$ cat src/rtl/nn_pkg.sv
// Shared types and helpers for the neural-net datapath blocks.
// Node values are signed 8-bit, products from mul are signed 16-bit.
package nn_pkg;
  localparam int NODE_W   = 8;
  localparam int PROD_W   = 16;
  localparam int SAT_IN_W = 32;

  typedef enum logic {S_ACC, S_OUT} state_e;

  // Clamp a non-negative value to the positive node range 0..127.
  function automatic logic [NODE_W-1:0] sat127(input logic [SAT_IN_W-1:0] y);
    return (y > SAT_IN_W'(127)) ? NODE_W'(127) : y[NODE_W-1:0];
  endfunction
endpackage

$ cat src/rtl/neuron_acc_if.sv
// Product-in / node-out handshake bundle for neuron_acc.
// master = upstream/downstream environment, slave = neuron_acc.
interface neuron_acc_if;
  import nn_pkg::*;

  logic                     i_valid;
  logic                     i_ready;
  logic signed [PROD_W-1:0] i_mul;
  logic signed [NODE_W-1:0] i_bias;
  logic                     o_valid;
  logic                     o_ready;
  logic        [NODE_W-1:0] o_node;

  modport master (
    output i_valid, i_mul, i_bias, o_ready,
    input  i_ready, o_valid, o_node
  );

  modport slave (
    input  i_valid, i_mul, i_bias, o_ready,
    output i_ready, o_valid, o_node
  );
endinterface

$ cat src/rtl/neuron_acc_relu_sat.sv
// Combinational activation: ReLU, arithmetic right shift by SHIFT, clamp to 0..127.
// Since the value is non-negative after ReLU, a logical shift gives the same result.
module relu_sat
  import nn_pkg::*;
#(
  parameter int ACC_W = 24,
  parameter int SHIFT = 7
) (
  input  logic signed [ACC_W-1:0]  sum_i,
  output logic        [NODE_W-1:0] node_o
);
  logic [ACC_W-1:0] relu_v;
  logic [ACC_W-1:0] shifted;
  logic             wide_ovf;

  always_comb begin
    relu_v   = sum_i[ACC_W-1] ? '0 : sum_i;
    shifted  = relu_v >> SHIFT;
    // Bits beyond the helper's input width can only mean "too big".
    wide_ovf = |(shifted >> SAT_IN_W);
    node_o   = wide_ovf ? NODE_W'(127) : sat127(SAT_IN_W'(shifted));
  end
endmodule

$ cat src/rtl/neuron_acc.sv
// Sums N_IN signed products plus a per-neuron bias, then ReLU/shift/saturate to a node value.
// Result registered on the N_IN-th accept; i_ready drops for the single holding state until o_ready.
module neuron_acc
  import nn_pkg::*;
#(
  parameter int N_IN  = 4,
  parameter int ACC_W = 24,
  parameter int SHIFT = 7
) (
  input logic         clk,
  input logic         rst,
  neuron_acc_if.slave bus
);
  localparam int CNT_W = (N_IN > 1) ? $clog2(N_IN) : 1;

  state_e                   state_q, state_d;
  logic [CNT_W-1:0]         count_q, count_d;
  logic signed [ACC_W-1:0]  acc_q, acc_d;
  logic signed [NODE_W-1:0] bias_q, bias_d;
  logic                     o_valid_q, o_valid_d;
  logic [NODE_W-1:0]        o_node_q, o_node_d;

  logic signed [ACC_W-1:0]  prod_ext;
  logic signed [ACC_W-1:0]  bias_ext;
  logic signed [ACC_W-1:0]  sum;
  logic [NODE_W-1:0]        node_nxt;
  logic                     last_beat;

  assign prod_ext  = {{(ACC_W-PROD_W){bus.i_mul[PROD_W-1]}}, bus.i_mul};
  assign bias_ext  = {{(ACC_W-NODE_W){bias_q[NODE_W-1]}}, bias_q};
  assign sum       = acc_q + prod_ext + bias_ext;
  assign last_beat = (count_q == CNT_W'(N_IN-1));

  relu_sat #(
    .ACC_W (ACC_W),
    .SHIFT (SHIFT)
  ) u_relu_sat (
    .sum_i  (sum),
    .node_o (node_nxt)
  );

  assign bus.i_ready = (state_q == S_ACC);
  assign bus.o_valid = o_valid_q;
  assign bus.o_node  = o_node_q;

  always_comb begin
    state_d   = state_q;
    count_d   = count_q;
    acc_d     = acc_q;
    bias_d    = bias_q;
    o_valid_d = o_valid_q;
    o_node_d  = o_node_q;
    case (state_q)
      S_ACC: begin
        if (bus.i_valid) begin
          // N_IN >= 2, so the first beat is never also the last one.
          if (count_q == '0) begin
            acc_d   = prod_ext;
            bias_d  = bus.i_bias;
            count_d = CNT_W'(1);
          end else if (last_beat) begin
            o_node_d  = node_nxt;
            o_valid_d = 1'b1;
            count_d   = '0;
            state_d   = S_OUT;
          end else begin
            acc_d   = acc_q + prod_ext;
            count_d = count_q + CNT_W'(1);
          end
        end
      end
      S_OUT: begin
        if (bus.o_ready) begin
          o_valid_d = 1'b0;
          state_d   = S_ACC;
        end
      end
      default: state_d = S_ACC;
    endcase
  end

  always_ff @(posedge clk) begin
    if (rst) begin
      state_q   <= S_ACC;
      count_q   <= '0;
      acc_q     <= '0;
      bias_q    <= '0;
      o_valid_q <= 1'b0;
      o_node_q  <= '0;
    end else begin
      state_q   <= state_d;
      count_q   <= count_d;
      acc_q     <= acc_d;
      bias_q    <= bias_d;
      o_valid_q <= o_valid_d;
      o_node_q  <= o_node_d;
    end
  end
endmodule

$ cat src/flat_wrapper.sv
// flat-port wrapper written by rule: the top's interface ports become plain ports
module neuron_acc_flat import nn_pkg::*;
#(
  parameter int N_IN  = 4,
  parameter int ACC_W = 24,
  parameter int SHIFT = 7
)
  (clk, rst, bus_i_valid, bus_i_mul, bus_i_bias, bus_o_ready, bus_i_ready, bus_o_valid, bus_o_node);
  neuron_acc_if bus_i ();
  input logic clk;
  input logic rst;
  input wire logic [$bits(bus_i.i_valid)-1:0] bus_i_valid;
  input wire logic [$bits(bus_i.i_mul)-1:0] bus_i_mul;
  input wire logic [$bits(bus_i.i_bias)-1:0] bus_i_bias;
  input wire logic [$bits(bus_i.o_ready)-1:0] bus_o_ready;
  output wire logic [$bits(bus_i.i_ready)-1:0] bus_i_ready;
  output wire logic [$bits(bus_i.o_valid)-1:0] bus_o_valid;
  output wire logic [$bits(bus_i.o_node)-1:0] bus_o_node;
  assign bus_i.i_valid = bus_i_valid;
  assign bus_i.i_mul = bus_i_mul;
  assign bus_i.i_bias = bus_i_bias;
  assign bus_i.o_ready = bus_o_ready;
  assign bus_i_ready = bus_i.i_ready;
  assign bus_o_valid = bus_i.o_valid;
  assign bus_o_node = bus_i.o_node;
  neuron_acc #(.N_IN(N_IN), .ACC_W(ACC_W), .SHIFT(SHIFT)) u_core (.clk(clk), .rst(rst), .bus(bus_i));
endmodule
$ cat config.mk
export PLATFORM = sky130hd
export DESIGN_NAME = neuron_acc_flat
export DESIGN_NICKNAME = d
export VERILOG_FILES = /design/src/rtl/nn_pkg.sv /design/src/rtl/neuron_acc_if.sv /design/src/rtl/neuron_acc_relu_sat.sv /design/src/rtl/neuron_acc.sv /design/src/flat_wrapper.sv
export SDC_FILE = /design/constraint.sdc
export NUM_CORES = 1
export LEC_CHECK = 0
export CAP_MARGIN = 20
export CORE_MARGIN = 3
export CORE_UTILIZATION = 45
export DETAILED_ROUTE_END_ITERATION = 10
export PLACE_DENSITY = 0.61
export SYNTH_ARGS = -nofsm -noshare
export SYNTH_HDL_FRONTEND = slang
export SYNTH_SLANG_ARGS = --single-unit
$ cat constraint.sdc
create_clock -name clk -period 5.3 [get_ports clk]
set_clock_uncertainty 0.2 [all_clocks]
set_input_delay 1.06 -clock clk [delete_from_list [all_inputs] [get_ports clk]]
set_output_delay 1.06 -clock clk [all_outputs]
set_load 0.05 [all_outputs]
==> results.sh <==
export IMPL_run_status="finished, final reports clean"
export IMPL_wl_per_cell_um=14.7
export IMPL_root_buffer="clkbuf_8"
export IMPL_die_area_mm2=0.00990
export IMPL_timing_critical_path_arrival_ps=5120
export IMPL_slew_limit_headroom=0.451
export IMPL_drt_antenna_violating_nets=0
export IMPL_first_global_vias=3790
export IMPL_synth_cell_area_mm2=0.00393
export IMPL_cpPeakStageDelay_ps=450
export IMPL_worst_slew_pin_transition_ps=822
export IMPL_cts_made_buffers=5
export IMPL_die_w_um=99.5
export IMPL_initial_utilization=0.472
export IMPL_cpLargestDelayFamily="compound AO/OA/AOI/OAI gates"
export IMPL_dieHeight_um=99.5
export IMPL_worst_ir_drop_vdd_uv=146
export IMPL_critical_path_cell_chain="clkdlybuf4s50_1 > ha_1 > a21o_1 > a21o_1 > a211o_1 > a31oi_4 > o2111ai_2 > a21oi_2 > o21bai_2 > a21oi_2 > xnor2_2 > ha_1 > and2_1 > a21o_1 > a31oi_1 > xnor2_1 > nor4_1 > o2111a_2 > a211oi_2"
export IMPL_yosys_warnings=0
export IMPL_cts_sink_count=44
export IMPL_synth_seq_cells=44
export IMPL_layout_cells_most_common_list="buf_4, nand2_1, nor2_1"
export IMPL_setup_viol=0
export IMPL_worst_skew_pair_late_latency_ps=310
export IMPL_power_leakage_uw=0.00249
export IMPL_final_layout_size_suffix_gt1_frac=0.257
export IMPL_finish_net_count=700
export IMPL_min_period_over_period=0.967
export IMPL_startpoint_type="input port"
export IMPL_layout_commonest_cell="buf_4"
export IMPL_gp_congestion=0.904
export IMPL_period_minus_slack_ps=5120
export IMPL_clock_tree_from_tritoncts="built"
export IMPL_timing_worst_setup_path_type="in2reg"
export IMPL_clk_path_buf_depth=2
export IMPL_placed_area_mm2=0.00500
export IMPL_coreArea_mm2=0.00834
export IMPL_final_wirelength_um=10700
export IMPL_num_io_pins=38
export IMPL_hpwl_um=8220
export IMPL_maxCapViolations=0
export IMPL_drtPass1Iterations=4
export IMPL_critPathMaxFanout=7
export IMPL_postSynth_asyncResetShare=0
export IMPL_path_common_cell="a21o_1"
export IMPL_grt_overflow_total=0
export IMPL_required_ps=5300
export IMPL_holdCritPathClass="reg2reg"
export IMPL_top_flip_flop_cell_by_instance_count_after_synthesis="dfxtp_1"
export IMPL_cp_buffers_inverters=1
export IMPL_post_route_cell_area_mm2=0.00537
export IMPL_sequential_cell_area_um2=881
export IMPL_grt_antenna_before_repair=0
export IMPL_postLayoutCoreUtil=0.644
export IMPL_grt_use_total=0.218
export IMPL_average_size_of_a_mapped_cell_um2=7.77
export IMPL_cell_with_the_biggest_individual_delay_on_the_critical_path="clkdlybuf4s50_1"
export IMPL_grt_pass1_wl_um=17700
export IMPL_post_layout_total_power_uw=1490
export IMPL_pwr_density_cell_mw_per_mm2=277
export IMPL_max_fclk_ghz=0.195
export IMPL_worst_setup_path_end_kind="flip-flop"
export IMPL_synthToLayoutAreaGrowth_pct=36.5
export IMPL_ctsHtreeMaxLevel=2
export IMPL_synth_net_count=585
export IMPL_timing_setup_tns_ps=0
export IMPL_buffer_ports_inserted=37
export IMPL_detail_route_vias_per_cell=5.51
export IMPL_ys_types=59
export IMPL_n_antenna_cell=0
export IMPL_number_of_slew_limit_violations_in_the_final_report=0
export IMPL_register_area_share_after_synthesis=0.224
export IMPL_hold_worst_slack_ps=267
export IMPL_filler_cell_count=750
export IMPL_grt_start_max_net_pins=39
export IMPL_multi_input_comb_area_mm2=0.00314
export IMPL_drc=0
export IMPL_drt_iter0_markers=167
export IMPL_dr_total_vias=4007
export IMPL_number_of_enable_type_register_cells_in_the_synthesized_netlist=0
export IMPL_netlist_instances=506
export IMPL_num_rows=33
export IMPL_cts_clk_slew_worst_paths_ps=90
export IMPL_endpoints_failing_hold=0
[worst paths after layout]
| check | slack [ps] | end | cells past startpoint | from |
|---|---|---|---|---|
| max | 180 | u_core.bus.o_node[1] | 19 | bus_i_mul[10] |
| max reg2reg | 850 | u_core.bus.o_node[1] | 16 | u_core.acc_q[1] |
| min reg2reg | 270 | u_core.bias_q[7] | 2 | u_core.bias_q[7] |
| min | 270 | u_core.bias_q[7] | 2 | u_core.bias_q[7] |
[metrics by stage]
| stage | setup slack [ps] | cells |
|---|---|---|
| 6_report | 177 | 727 |
| 5_1_grt | -26.1 | 727 |
| 4_1_cts | 3.79 | 724 |
| 3_5_place_dp | -421 | 715 |
| 3_3_place_gp | -382 | 715 |
| 2_1_floorplan | 320 | 506 |
[state kept, by name (all words and copies together) (netlist names)]
signal and cells:
u_core.acc_q 24, u_core.bus.o_node 8, u_core.bias_q 8, u_core.count_q 2, u_core.bus.o_valid 1, u_core.state_q 1
[report_power, final]
part / switching (uW) / total (uW) / internal [uW]
logic: 440 / 876 / 437
registers: 17.6 / 374 / 356
clock network: 130 / 236 / 106
[cell usage after synthesis, types with 12 or more instances]
cell type | instances | area (um^2)
nand2_1 | 58 | 218
nor2_1 | 55 | 206
a21oi_1 | 52 | 260
ha_1 | 50 | 626
dfxtp_1 | 44 | 881
xnor2_1 | 21 | 184
a21o_1 | 18 | 135
o21ai_0 | 18 | 90.1
clkbuf_1 | 17 | 63.8
inv_1 | 17 | 63.8
nand3_1 | 17 | 85.1
a211oi_1 | 16 | 120
nor3_1 | 14 | 70.1
xor2_1 | 12 | 105
[worst min-delay path, cell delays in order (launching register included)]
cell,delay [ps]
dfxtp_1,320
nand2_1,50
a21oi_1,60
[area by class of cell]
| type | instances | area share |
|---|---|---|
| sequential | 44 | 0.164 |
| timing repair buffer | 127 | 0.197 |
| tap | 105 | 0.0245 |
| inverter | 17 | 0.0119 |
| clock inverter | 2 | 0.00280 |
| multi-input combinational | 426 | 0.584 |
| clock buffer | 6 | 0.0154 |
[cell families after synthesis]
logic type               after synthesis  synth area share
multiplexers                           7            0.0181
adder cells (fa/ha/maj)               51             0.164
AO/OA/AOI/OAI                        154             0.272
AND/OR/NAND/NOR                      181             0.211
XOR/XNOR                              33            0.0735
flip-flops                            44             0.224
buffers and inverters                 36            0.0372
[layer usage]
metal	global-route usage	up-vias	wire length [um]
met4	0.0620	0	169
met1	0.306	1858	5280
met2	0.351	78	4820
met5	0	-	0
met3	0.0309	14	444
li1	-	2057	-
[what timing repair did]
item | in CTS | in global routing
endpoints found under the setup margin | 7 | 7
gates resized for setup | 3 | 47
buffers inserted | 1 | 3
hold buffers | 0 | 0
pin swaps | 4 | 28
Power figures use the tool's default switching activity.
